### src/rtl/alu_pkg.sv
// rtl/alu_pkg.sv - opcodes, FSM state type and opcode class helpers for seq_alu
package alu_pkg;

  localparam logic [3:0] OP_SLL   = 4'h0;
  localparam logic [3:0] OP_SRA   = 4'h1;
  localparam logic [3:0] OP_SRL   = 4'h2;
  localparam logic [3:0] OP_MULTU = 4'h3;
  localparam logic [3:0] OP_DIVU  = 4'h4;
  localparam logic [3:0] OP_ADD   = 4'h5;
  localparam logic [3:0] OP_SUB   = 4'h6;
  localparam logic [3:0] OP_AND   = 4'h7;
  localparam logic [3:0] OP_OR    = 4'h8;
  localparam logic [3:0] OP_XOR   = 4'h9;
  localparam logic [3:0] OP_NOR   = 4'hA;
  localparam logic [3:0] OP_SLT   = 4'hB;
  localparam logic [3:0] OP_SLTU  = 4'hC;
  localparam logic [3:0] OP_MULT  = 4'hD;
  localparam logic [3:0] OP_DIV   = 4'hE;
  localparam logic [3:0] OP_INV   = 4'hF;

  typedef enum logic [1:0] {IDLE, CALC, DONE} state_t;

  function automatic logic is_div(input logic [3:0] op);
    return (op == OP_DIVU) || (op == OP_DIV);
  endfunction

  function automatic logic is_muldiv(input logic [3:0] op);
    return (op == OP_MULTU) || (op == OP_MULT) || is_div(op);
  endfunction

endpackage

### src/rtl/seq_alu_if.sv
// rtl/seq_alu_if.sv - request/result bundle between a requester and seq_alu
interface seq_alu_if #(
  parameter int WIDTH = 32,
  parameter int SHW   = $clog2(WIDTH)
);
  logic             start;
  logic [3:0]       aluop;
  logic [WIDTH-1:0] dataA;
  logic [WIDTH-1:0] dataB;
  logic [SHW-1:0]   shamt;
  logic             busy;
  logic             done;
  logic [WIDTH-1:0] Result1;
  logic [WIDTH-1:0] Result2;
  logic             Equal;
  logic             div_zero;

  modport master (
    output start, aluop, dataA, dataB, shamt,
    input  busy, done, Result1, Result2, Equal, div_zero
  );

  modport slave (
    input  start, aluop, dataA, dataB, shamt,
    output busy, done, Result1, Result2, Equal, div_zero
  );
endinterface

### src/rtl/seq_muldiv.sv
// rtl/seq_muldiv.sv - radix-2 iterative multiply / restoring divide on magnitudes
// with sign correction applied on the outputs.
module seq_muldiv #(
  parameter int WIDTH = 32
) (
  input  logic             clk,
  input  logic             rst_n,
  input  logic             start,
  input  logic             is_div,
  input  logic             is_signed,
  input  logic [WIDTH-1:0] a,
  input  logic [WIDTH-1:0] b,
  output logic             done,
  output logic [WIDTH-1:0] res_lo,
  output logic [WIDTH-1:0] res_hi
);
  localparam int CW = $clog2(WIDTH);

  logic [WIDTH-1:0]   hi_q, hi_d, lo_q, lo_d, m_q, m_d;
  logic [CW-1:0]      cnt_q, cnt_d;
  logic               run_q, run_d, div_q, div_d, negq_q, negq_d, negr_q, negr_d;
  logic [WIDTH-1:0]   mag_a, mag_b, src_hi, src_lo, src_m, nxt_hi, nxt_lo;
  logic [WIDTH:0]     sum, shifted, trial;
  logic               sel_div;
  logic [2*WIDTH-1:0] prod;

  // The load cycle already performs the first iteration, so the final value
  // is ready after WIDTH edges and the caller can register it on the next one.
  always_comb begin
    mag_a   = (is_signed && a[WIDTH-1]) ? -a : a;
    mag_b   = (is_signed && b[WIDTH-1]) ? -b : b;
    sel_div = start ? is_div : div_q;
    src_hi  = start ? '0 : hi_q;
    src_lo  = start ? mag_a : lo_q;
    src_m   = start ? mag_b : m_q;
    sum     = {1'b0, src_hi} + (src_lo[0] ? {1'b0, src_m} : '0);
    shifted = {src_hi, src_lo[WIDTH-1]};
    trial   = shifted - {1'b0, src_m};
    if (sel_div) begin
      nxt_hi = trial[WIDTH] ? shifted[WIDTH-1:0] : trial[WIDTH-1:0];
      nxt_lo = {src_lo[WIDTH-2:0], ~trial[WIDTH]};
    end else begin
      nxt_hi = sum[WIDTH:1];
      nxt_lo = {sum[0], src_lo[WIDTH-1:1]};
    end
  end

  always_comb begin
    hi_d   = hi_q;
    lo_d   = lo_q;
    m_d    = m_q;
    cnt_d  = cnt_q;
    run_d  = run_q;
    div_d  = div_q;
    negq_d = negq_q;
    negr_d = negr_q;
    if (start) begin
      hi_d   = nxt_hi;
      lo_d   = nxt_lo;
      m_d    = src_m;
      cnt_d  = CW'(WIDTH - 1);
      run_d  = 1'b1;
      div_d  = is_div;
      negq_d = is_signed && (a[WIDTH-1] ^ b[WIDTH-1]);
      negr_d = is_signed && is_div && a[WIDTH-1];
    end else if (run_q) begin
      if (cnt_q == '0) begin
        run_d = 1'b0;
      end else begin
        hi_d  = nxt_hi;
        lo_d  = nxt_lo;
        cnt_d = cnt_q - 1'b1;
      end
    end
  end

  always_ff @(posedge clk or negedge rst_n) begin
    if (!rst_n) begin
      hi_q   <= '0;
      lo_q   <= '0;
      m_q    <= '0;
      cnt_q  <= '0;
      run_q  <= 1'b0;
      div_q  <= 1'b0;
      negq_q <= 1'b0;
      negr_q <= 1'b0;
    end else begin
      hi_q   <= hi_d;
      lo_q   <= lo_d;
      m_q    <= m_d;
      cnt_q  <= cnt_d;
      run_q  <= run_d;
      div_q  <= div_d;
      negq_q <= negq_d;
      negr_q <= negr_d;
    end
  end

  always_comb begin
    done = run_q && (cnt_q == '0);
    prod = negq_q ? -{hi_q, lo_q} : {hi_q, lo_q};
    if (div_q) begin
      res_lo = negq_q ? -lo_q : lo_q;
      res_hi = negr_q ? -hi_q : hi_q;
    end else begin
      res_lo = prod[WIDTH-1:0];
      res_hi = prod[2*WIDTH-1:WIDTH];
    end
  end
endmodule

### src/rtl/seq_alu.sv
// rtl/seq_alu.sv - sequential ALU: single-cycle shift/logic/compare ops,
// iterative multiply/divide through seq_muldiv, registered results.
module seq_alu
  import alu_pkg::*;
#(
  parameter int WIDTH = 32,
  parameter int SHW   = $clog2(WIDTH)
) (
  input  logic      clk,
  input  logic      rst_n,
  seq_alu_if.slave  bus
);
  state_t           state_q, state_d;
  logic [WIDTH-1:0] r1_q, r1_d, r2_q, r2_d, alu_r1, alu_r2;
  logic             eq_q, eq_d, eqp_q, eqp_d, dz_q, dz_d;
  logic             alu_dz, b_zero, md_start, md_done;
  logic [WIDTH-1:0] md_lo, md_hi;
  logic [SHW-1:0]   sh;

  assign sh     = bus.shamt;
  assign b_zero = (bus.dataB == '0);

  always_comb begin
    alu_r1 = '0;
    alu_r2 = '0;
    alu_dz = 1'b0;
    case (bus.aluop)
      OP_SLL:  alu_r1 = bus.dataB << sh;
      OP_SRA:  alu_r1 = $signed(bus.dataB) >>> sh;
      OP_SRL:  alu_r1 = bus.dataB >> sh;
      OP_ADD:  alu_r1 = bus.dataA + bus.dataB;
      OP_SUB:  alu_r1 = bus.dataA - bus.dataB;
      OP_AND:  alu_r1 = bus.dataA & bus.dataB;
      OP_OR:   alu_r1 = bus.dataA | bus.dataB;
      OP_XOR:  alu_r1 = bus.dataA ^ bus.dataB;
      OP_NOR:  alu_r1 = ~(bus.dataA | bus.dataB);
      OP_SLT:  alu_r1 = {{(WIDTH-1){1'b0}}, $signed(bus.dataA) < $signed(bus.dataB)};
      OP_SLTU: alu_r1 = {{(WIDTH-1){1'b0}}, bus.dataA < bus.dataB};
      OP_DIVU, OP_DIV: begin
        alu_r1 = '1;
        alu_r2 = bus.dataA;
        alu_dz = 1'b1;
      end
      default: ;
    endcase
  end

  // A zero divisor short-circuits to the single-cycle path.
  assign md_start = (state_q == IDLE) && bus.start && is_muldiv(bus.aluop)
                    && !(is_div(bus.aluop) && b_zero);

  seq_muldiv #(.WIDTH(WIDTH)) u_muldiv (
    .clk       (clk),
    .rst_n     (rst_n),
    .start     (md_start),
    .is_div    (is_div(bus.aluop)),
    .is_signed ((bus.aluop == OP_MULT) || (bus.aluop == OP_DIV)),
    .a         (bus.dataA),
    .b         (bus.dataB),
    .done      (md_done),
    .res_lo    (md_lo),
    .res_hi    (md_hi)
  );

  always_comb begin
    state_d = state_q;
    r1_d    = r1_q;
    r2_d    = r2_q;
    eq_d    = eq_q;
    eqp_d   = eqp_q;
    dz_d    = dz_q;
    case (state_q)
      IDLE: begin
        if (md_start) begin
          state_d = CALC;
          eqp_d   = (bus.dataA == bus.dataB);
        end else if (bus.start) begin
          state_d = DONE;
          r1_d    = alu_r1;
          r2_d    = alu_r2;
          eq_d    = (bus.dataA == bus.dataB);
          dz_d    = alu_dz;
        end
      end
      CALC: begin
        if (md_done) begin
          state_d = DONE;
          r1_d    = md_lo;
          r2_d    = md_hi;
          eq_d    = eqp_q;
          dz_d    = 1'b0;
        end
      end
      default: state_d = IDLE;
    endcase
  end

  always_ff @(posedge clk or negedge rst_n) begin
    if (!rst_n) begin
      state_q <= IDLE;
      r1_q    <= '0;
      r2_q    <= '0;
      eq_q    <= 1'b0;
      eqp_q   <= 1'b0;
      dz_q    <= 1'b0;
    end else begin
      state_q <= state_d;
      r1_q    <= r1_d;
      r2_q    <= r2_d;
      eq_q    <= eq_d;
      eqp_q   <= eqp_d;
      dz_q    <= dz_d;
    end
  end

  assign bus.busy     = (state_q != IDLE);
  assign bus.done     = (state_q == DONE);
  assign bus.Result1  = r1_q;
  assign bus.Result2  = r2_q;
  assign bus.Equal    = eq_q;
  assign bus.div_zero = dz_q;
endmodule
### src/flat_wrapper.sv
// flat-port wrapper written by rule: the top's interface ports become plain ports
module seq_alu_flat import alu_pkg::*;
#(
  parameter int WIDTH = 32,
  parameter int SHW   = $clog2(WIDTH)
)
  (clk, rst_n, bus_start, bus_aluop, bus_dataA, bus_dataB, bus_shamt, bus_busy, bus_done, bus_Result1, bus_Result2, bus_Equal, bus_div_zero);
  seq_alu_if #(.WIDTH(WIDTH), .SHW(SHW)) bus_i ();
  input  logic clk;
  input  logic rst_n;
  input wire logic [$bits(bus_i.start)-1:0] bus_start;
  input wire logic [$bits(bus_i.aluop)-1:0] bus_aluop;
  input wire logic [$bits(bus_i.dataA)-1:0] bus_dataA;
  input wire logic [$bits(bus_i.dataB)-1:0] bus_dataB;
  input wire logic [$bits(bus_i.shamt)-1:0] bus_shamt;
  output wire logic [$bits(bus_i.busy)-1:0] bus_busy;
  output wire logic [$bits(bus_i.done)-1:0] bus_done;
  output wire logic [$bits(bus_i.Result1)-1:0] bus_Result1;
  output wire logic [$bits(bus_i.Result2)-1:0] bus_Result2;
  output wire logic [$bits(bus_i.Equal)-1:0] bus_Equal;
  output wire logic [$bits(bus_i.div_zero)-1:0] bus_div_zero;
  assign bus_i.start = bus_start;
  assign bus_i.aluop = bus_aluop;
  assign bus_i.dataA = bus_dataA;
  assign bus_i.dataB = bus_dataB;
  assign bus_i.shamt = bus_shamt;
  assign bus_busy = bus_i.busy;
  assign bus_done = bus_i.done;
  assign bus_Result1 = bus_i.Result1;
  assign bus_Result2 = bus_i.Result2;
  assign bus_Equal = bus_i.Equal;
  assign bus_div_zero = bus_i.div_zero;
  seq_alu #(.WIDTH(WIDTH), .SHW(SHW)) u_core (.clk(clk), .rst_n(rst_n), .bus(bus_i));
endmodule
### config.mk
export PLATFORM = sky130hd
export DESIGN_NAME = seq_alu_flat
export DESIGN_NICKNAME = d
export VERILOG_FILES = /design/src/rtl/alu_pkg.sv /design/src/rtl/seq_alu_if.sv /design/src/rtl/seq_muldiv.sv /design/src/rtl/seq_alu.sv /design/src/flat_wrapper.sv
export SDC_FILE = /design/constraint.sdc
export NUM_CORES = 1
export LEC_CHECK = 0
export CORE_AREA = 2 2 158 314
export DETAILED_ROUTE_END_ITERATION = 8
export DIE_AREA = 0 0 160 316
export PLACE_DENSITY = 0.78
export SLEW_MARGIN = 20
export SYNTH_ARGS = -nofsm -noshare
export SYNTH_HDL_FRONTEND = slang
export SYNTH_SLANG_ARGS = --single-unit
### constraint.sdc
create_clock -name clk -period 4.8 [get_ports clk]
set_input_delay 0.48 -clock clk [delete_from_list [all_inputs] [get_ports clk]]
set_output_delay 0.48 -clock clk [all_outputs]
set_load 0.03 [all_outputs]
==> results of run 1 <==
## logic make-up after synthesis
family / after synthesis / synth area share [%]
xor+xnor: 196 / 7.32
simple gates: 1069 / 21.1
flops: 174 / 18.3
mux: 100 / 5.80
buf+inv: 390 / 6.31
fa+ha+maj: 166 / 8.77
compound gates: 1210 / 32.4
## metal layers
| metal | GRT overflow | global-route usage (%) |
|---|---|---|
| met3 | 0 | 27.1 |
| met4 | 12 | 73.5 |
| met1 | 0 | 54.2 |
| met5 | 0 | 1.80 |
| met2 | 6 | 90.5 |
## per-stage QoR
step	setup TNS [ps]	area, µm²	setup WS, ps
CTS	-12010	31800	-506
detailed placement	-52850	30000	-2070
global placement	-50070	30000	-1960
floorplan	-20150	24100	-692
## timing repair
item / 4_1_cts
pin swaps: 92
cloned: 2
endpoints found under the setup margin: 33
setup buffers: 47
gates resized for setup: 235
hold buffers: 1
endpoints found under the hold margin: 29
==> run summary, run 1 <==
Syn. warnings -> 0
Sequential cell area fraction in the yosys report -> 18.3%
Largest cells by area after synthesis -> dfrtp_1 18%, ha_1 8.4%, a21oi_1 7.4%, nor2_1 6.1%, o21ai_0 6.0%
Cell total after placement -> 4458
Final RePlAce weighted congestion -> 1.14
Root buf cell -> clkbuf_16
Die height -> 316 µm
Stop stage -> 5_1_grt
Largest net degree at the start of global routing -> 146
Outcome -> did not finish
Net Count, Synth -> 3543
Num ports -> 144
Yosys reg bits -> 174
Err -> [ERROR GRT-0116] Global routing finished with congestion. Check the congestion regions in the DRC Viewer.
EDFF count, synth -> 0
Vias in the first global route -> 33500
Cell area after synthesis -> 23700 µm²
Number of port buffers -> 143
Synth unique cells -> 100
Initial Util -> 49.3%
Synth cell count leaders -> 384 x nor2_1, 353 x a21oi_1, 297 x nand2_1, 285 x o21ai_0, 185 x clkbuf_1
Tot GR Track Use -> 59.8%
HPWL Detailed -> 111000 µm
DIE WIDTH -> 160 µm
Post-synth top area share -> 18.3%
Asr flop ratio synth -> 100%
Rows -> 114
Most common cell in the netlist -> nor2_1
Grt total ovfl -> 18
Global-route wire length before repair -> 222000 µm
Post-Synthesis Cells -> 3305
TritonCTS Buffers -> 17
Area leader, netlist -> dfrtp_1
H-tree levels -> 4
Ys flop type -> dfrtp_1
CTS Buffer Depth -> 2
TritonCTS Sinks -> 174
Avg Cell Area, Syn -> 7.19 µm²
==> run 2: changes to the inputs <==
--- a/config.mk
+++ b/config.mk
@@ -5,10 +5,10 @@
 export SDC_FILE = /design/constraint.sdc
 export NUM_CORES = 1
 export LEC_CHECK = 0
-export CORE_AREA = 2 2 158 314
+export CORE_AREA = 2 2 264 266
 export DETAILED_ROUTE_END_ITERATION = 8
-export DIE_AREA = 0 0 160 316
-export PLACE_DENSITY = 0.78
+export DIE_AREA = 0 0 266 268
+export PLACE_DENSITY_LB_ADDON = 0.15
 export SLEW_MARGIN = 20
 export SYNTH_ARGS = -nofsm -noshare
 export SYNTH_HDL_FRONTEND = slang
==> constraint.sdc (replaced) <==
create_clock -name clk -period 6.2 [get_ports clk]
set_input_delay 0.62 -clock clk [delete_from_list [all_inputs] [get_ports clk]]
set_output_delay 0.62 -clock clk [all_outputs]
set_load 0.03 [all_outputs]
==> run 2 against run 1 <==
  * The run now ends clean
  * Synthesized cell count stayed put
  * Area after synthesis stayed put
==> run summary, run 2 <==
Cell area after synthesis -> 23700 µm²
Syn. warnings -> 0
Num ports -> 144
Crit path capture type -> flip-flop
Total Wirelength -> 127000 µm
CP Data Arrival Time -> 6270 ps
Die Footprint -> 71300 µm²
Net Count, Synth -> 3543
Non-Filler Instances -> 4539
Lkg Pwr -> 12.5 nW
Asr flop ratio synth -> 100%
Tot GR Track Use -> 35.0%
Clk pwr share -> 8.3%
EDFF count, synth -> 0
Worst-case reg-to-reg path depth -> 22
Adder-Cell Fraction of Synth Area -> 8.77%
Flop2flop setup slack -> 1320 ps
Worst-path maximum fanout -> 13
Minimum clock period -> 5900 ps
Crit path kind -> in -> reg
HPWL Detailed -> 99100 µm
Grt total ovfl -> 0
Root buf cell -> clkbuf_16
Total power divided by cell area -> 475 nW/µm²
Final slew viol count -> 0
Final Skew -> 16.0 ps
Area leader, netlist -> dfrtp_1
Max-cap violations -> 0
Synth unique cells -> 100
Area share of xor/xnor cells in the synthesized design -> 7.32%
Yosys reg bits -> 174
RSZ-0062 raised after global routing -> true
Filler cell count -> 7169
Number of port buffers -> 143
Ant. Diodes -> 0
Fmax -> 170 MHz
Compound-Gate Fraction of Synth Area -> 32.4%
Initial Util -> 34.8%
Hold Crit Class -> in -> async
Simple-Gate Fraction of Synth Area -> 21.1%
Outcome -> finished clean
Global-route wire length before repair -> 184000 µm
Final nets -> 3882
Setup WS pre-CTS -> -356 ps
Crit share post-route -> 95.1%
CTS Buffer Depth -> 2
Post-synth top area share -> 18.3%
1st-iter DRT viols -> 3413
Area grow syn2layout -> 23.6%
Most common cell after layout, fill and taps aside -> buf_4
DR vias -> 28100
Relative slew slack -> 23.9%
CTS tree -> done
DIE WIDTH -> 266 µm
Internal Power -> 6.85 mW
TritonRoute pass-1 iters -> 6
Final hold violations -> 0
Comb pwr share -> 74.9%
Worst setup SP type -> input port
Die height -> 268 µm
Clock transition at path regs -> 70 ps
Most common cell in the netlist -> nor2_1
Avg Cell Area, Syn -> 7.19 µm²
Net Sw Power -> 7.09 mW
Routed Antenna Nets -> 0
Initial antenna violation count -> 5
Hold buffers post-CTS -> 0
# DRC -> 0
Mux share of post-synthesis cell area -> 5.80%
Insertion delay to the later sink of the worst-skew pair -> 510 ps
Post-Synthesis Cells -> 3305
Main combinational cell family by area after synthesis -> compound AO/OA/AOI/OAI gates
Share of layout cells above drive strength 1 -> 15.6%
Sw Share -> 50.9%
Sequential power share -> 16.8%
PnR worst setup slack -> 305 ps
Crit path required time -> 6570 ps
Vias in the first global route -> 26900
Final RePlAce weighted congestion -> 1.04
Sequential cell area fraction in the yosys report -> 18.3%
# setup viols final -> 0
Commonest non-fill, non-tap cells in the layout -> 398 x buf_4, 378 x nor2_1, 348 x a21oi_1
Vias/cell -> 6.20
Rows -> 96
Synth cell count leaders -> 384 x nor2_1, 353 x a21oi_1, 297 x nand2_1, 285 x o21ai_0, 185 x clkbuf_1
Slew @ Worst Pin -> 1130 ps
Largest cells by area after synthesis -> dfrtp_1 18%, ha_1 8.4%, a21oi_1 7.4%, nor2_1 6.1%, o21ai_0 6.0%
H-tree levels -> 4
Ys flop type -> dfrtp_1
TritonCTS Buffers -> 17
Worst IR Drop VDD -> 0.325 mV
TritonCTS Sinks -> 174
Cell total after placement -> 4504
Core area -> 68200 µm²
Core Util, Final -> 43.0%
Largest net degree at the start of global routing -> 111
Cell Area, Placed -> 28600 µm²
Fin area -> 29300 µm²
DR WL/cell -> 27.9 µm
==> run 2: cell counts after synthesis <==
No cell type changed its count.
==> run 2: what timing repair did <==
| item | 4_1_cts | 5_1_grt |
|---|---|---|
| gates resized for setup | 0 | 22 |
| setup buffers | 0 | 1 |
| setup endpoints to repair | 0 | 33 |
==> run 2: worst max-delay path, cell delays in order <==
cell and delay, ps:
clkdlybuf4s50_1 400, buf_4 170, or4_4 560, nor3_2 230
nand2_2 130, nor4_4 170, nand2_1 90, or4_1 440
o31a_1 360, nor3_1 160, a21oi_1 90, ha_1 260
inv_1 100, ha_2 220, o311ai_0 130, and3_1 230
o21ai_0 170, o221a_2 260, a31oi_4 150, buf_4 180
o211ai_1 240, o211ai_4 160, buf_12 190, and3_1 180
a221oi_1 250, a21oi_1 100
==> run 2: area by class of cell <==
type,count,area (µm²),area share [%]
clock inverter,12,153,0.520
sequential,174,4350,14.8
tap,882,1100,3.76
multi-input combinational,2741,18100,61.7
clock buffer,20,447,1.52
timing repair buffer,550,4590,15.6
inverter,160,601,2.05
==> run 2: stage by stage <==
stage | hold WS, ps | power [mW] | TNS (ps)
2_1_floorplan | 324 | 8.01 | 0
3_3_place_gp | 464 | 12.4 | -4070
3_5_place_dp | 467 | 12.4 | -6630
4_1_cts | 95.5 | 13.6 | 0
5_1_grt | 113 | 14.8 | -36.6
6_report | 76.8 | 13.9 | 0
==> run 2: kinds of logic (layout without fill, tap and decap cells) <==
logic type	after synthesis	in the layout
DFF	174	174
muxes	100	100
adders and majority gates	166	166
xor gates and xnor gates	196	196
and+or+nand+nor	1069	1069
buffers and inverters	390	742
AOI/OAI and AO/OA	1210	1210
==> run 2: worst paths after layout <==
check / from / endpoint
setup reg to reg: u_core.state_q[0] / u_core.u_muldiv.hi_q[30]
min in group clk: u_core.bus.Result1[20] / u_core.bus.Result1[20]
hold / removal: rst_n / u_core.bus.Result1[30]
setup / recovery: bus_dataA[7] / u_core.u_muldiv.hi_q[23]
max in group asynchronous: rst_n / u_core.u_muldiv.m_q[4]
hold reg to reg: u_core.bus.Result1[20] / u_core.bus.Result1[20]
==> run 2: layer usage <==
| layer | up-vias | track usage [%] | routed length [µm] |
|---|---|---|---|
| met5 | - | 0 | 14 |
| met4 | 2 | 21.2 | 8650 |
| met3 | 321 | 5.53 | 9550 |
| met2 | 1404 | 55.3 | 56300 |
| met1 | 13600 | 44.9 | 52200 |
| li1 | 12800 | - | - |
==> run 2: power groups by stage <==
stage | Clock [mW] | Sequential (mW) | Combinational [mW]
final | 1.16 | 2.34 | 10.4
after floorplan | 0 | 2.28 | 5.73
after detailed placement | 0 | 2.33 | 10.1
after global routing | 1.21 | 2.39 | 11.2
after CTS | 1.18 | 2.31 | 10.1
after global placement | 0 | 2.33 | 10.1
No activity file was read; power rests on OpenSTA's default activity.
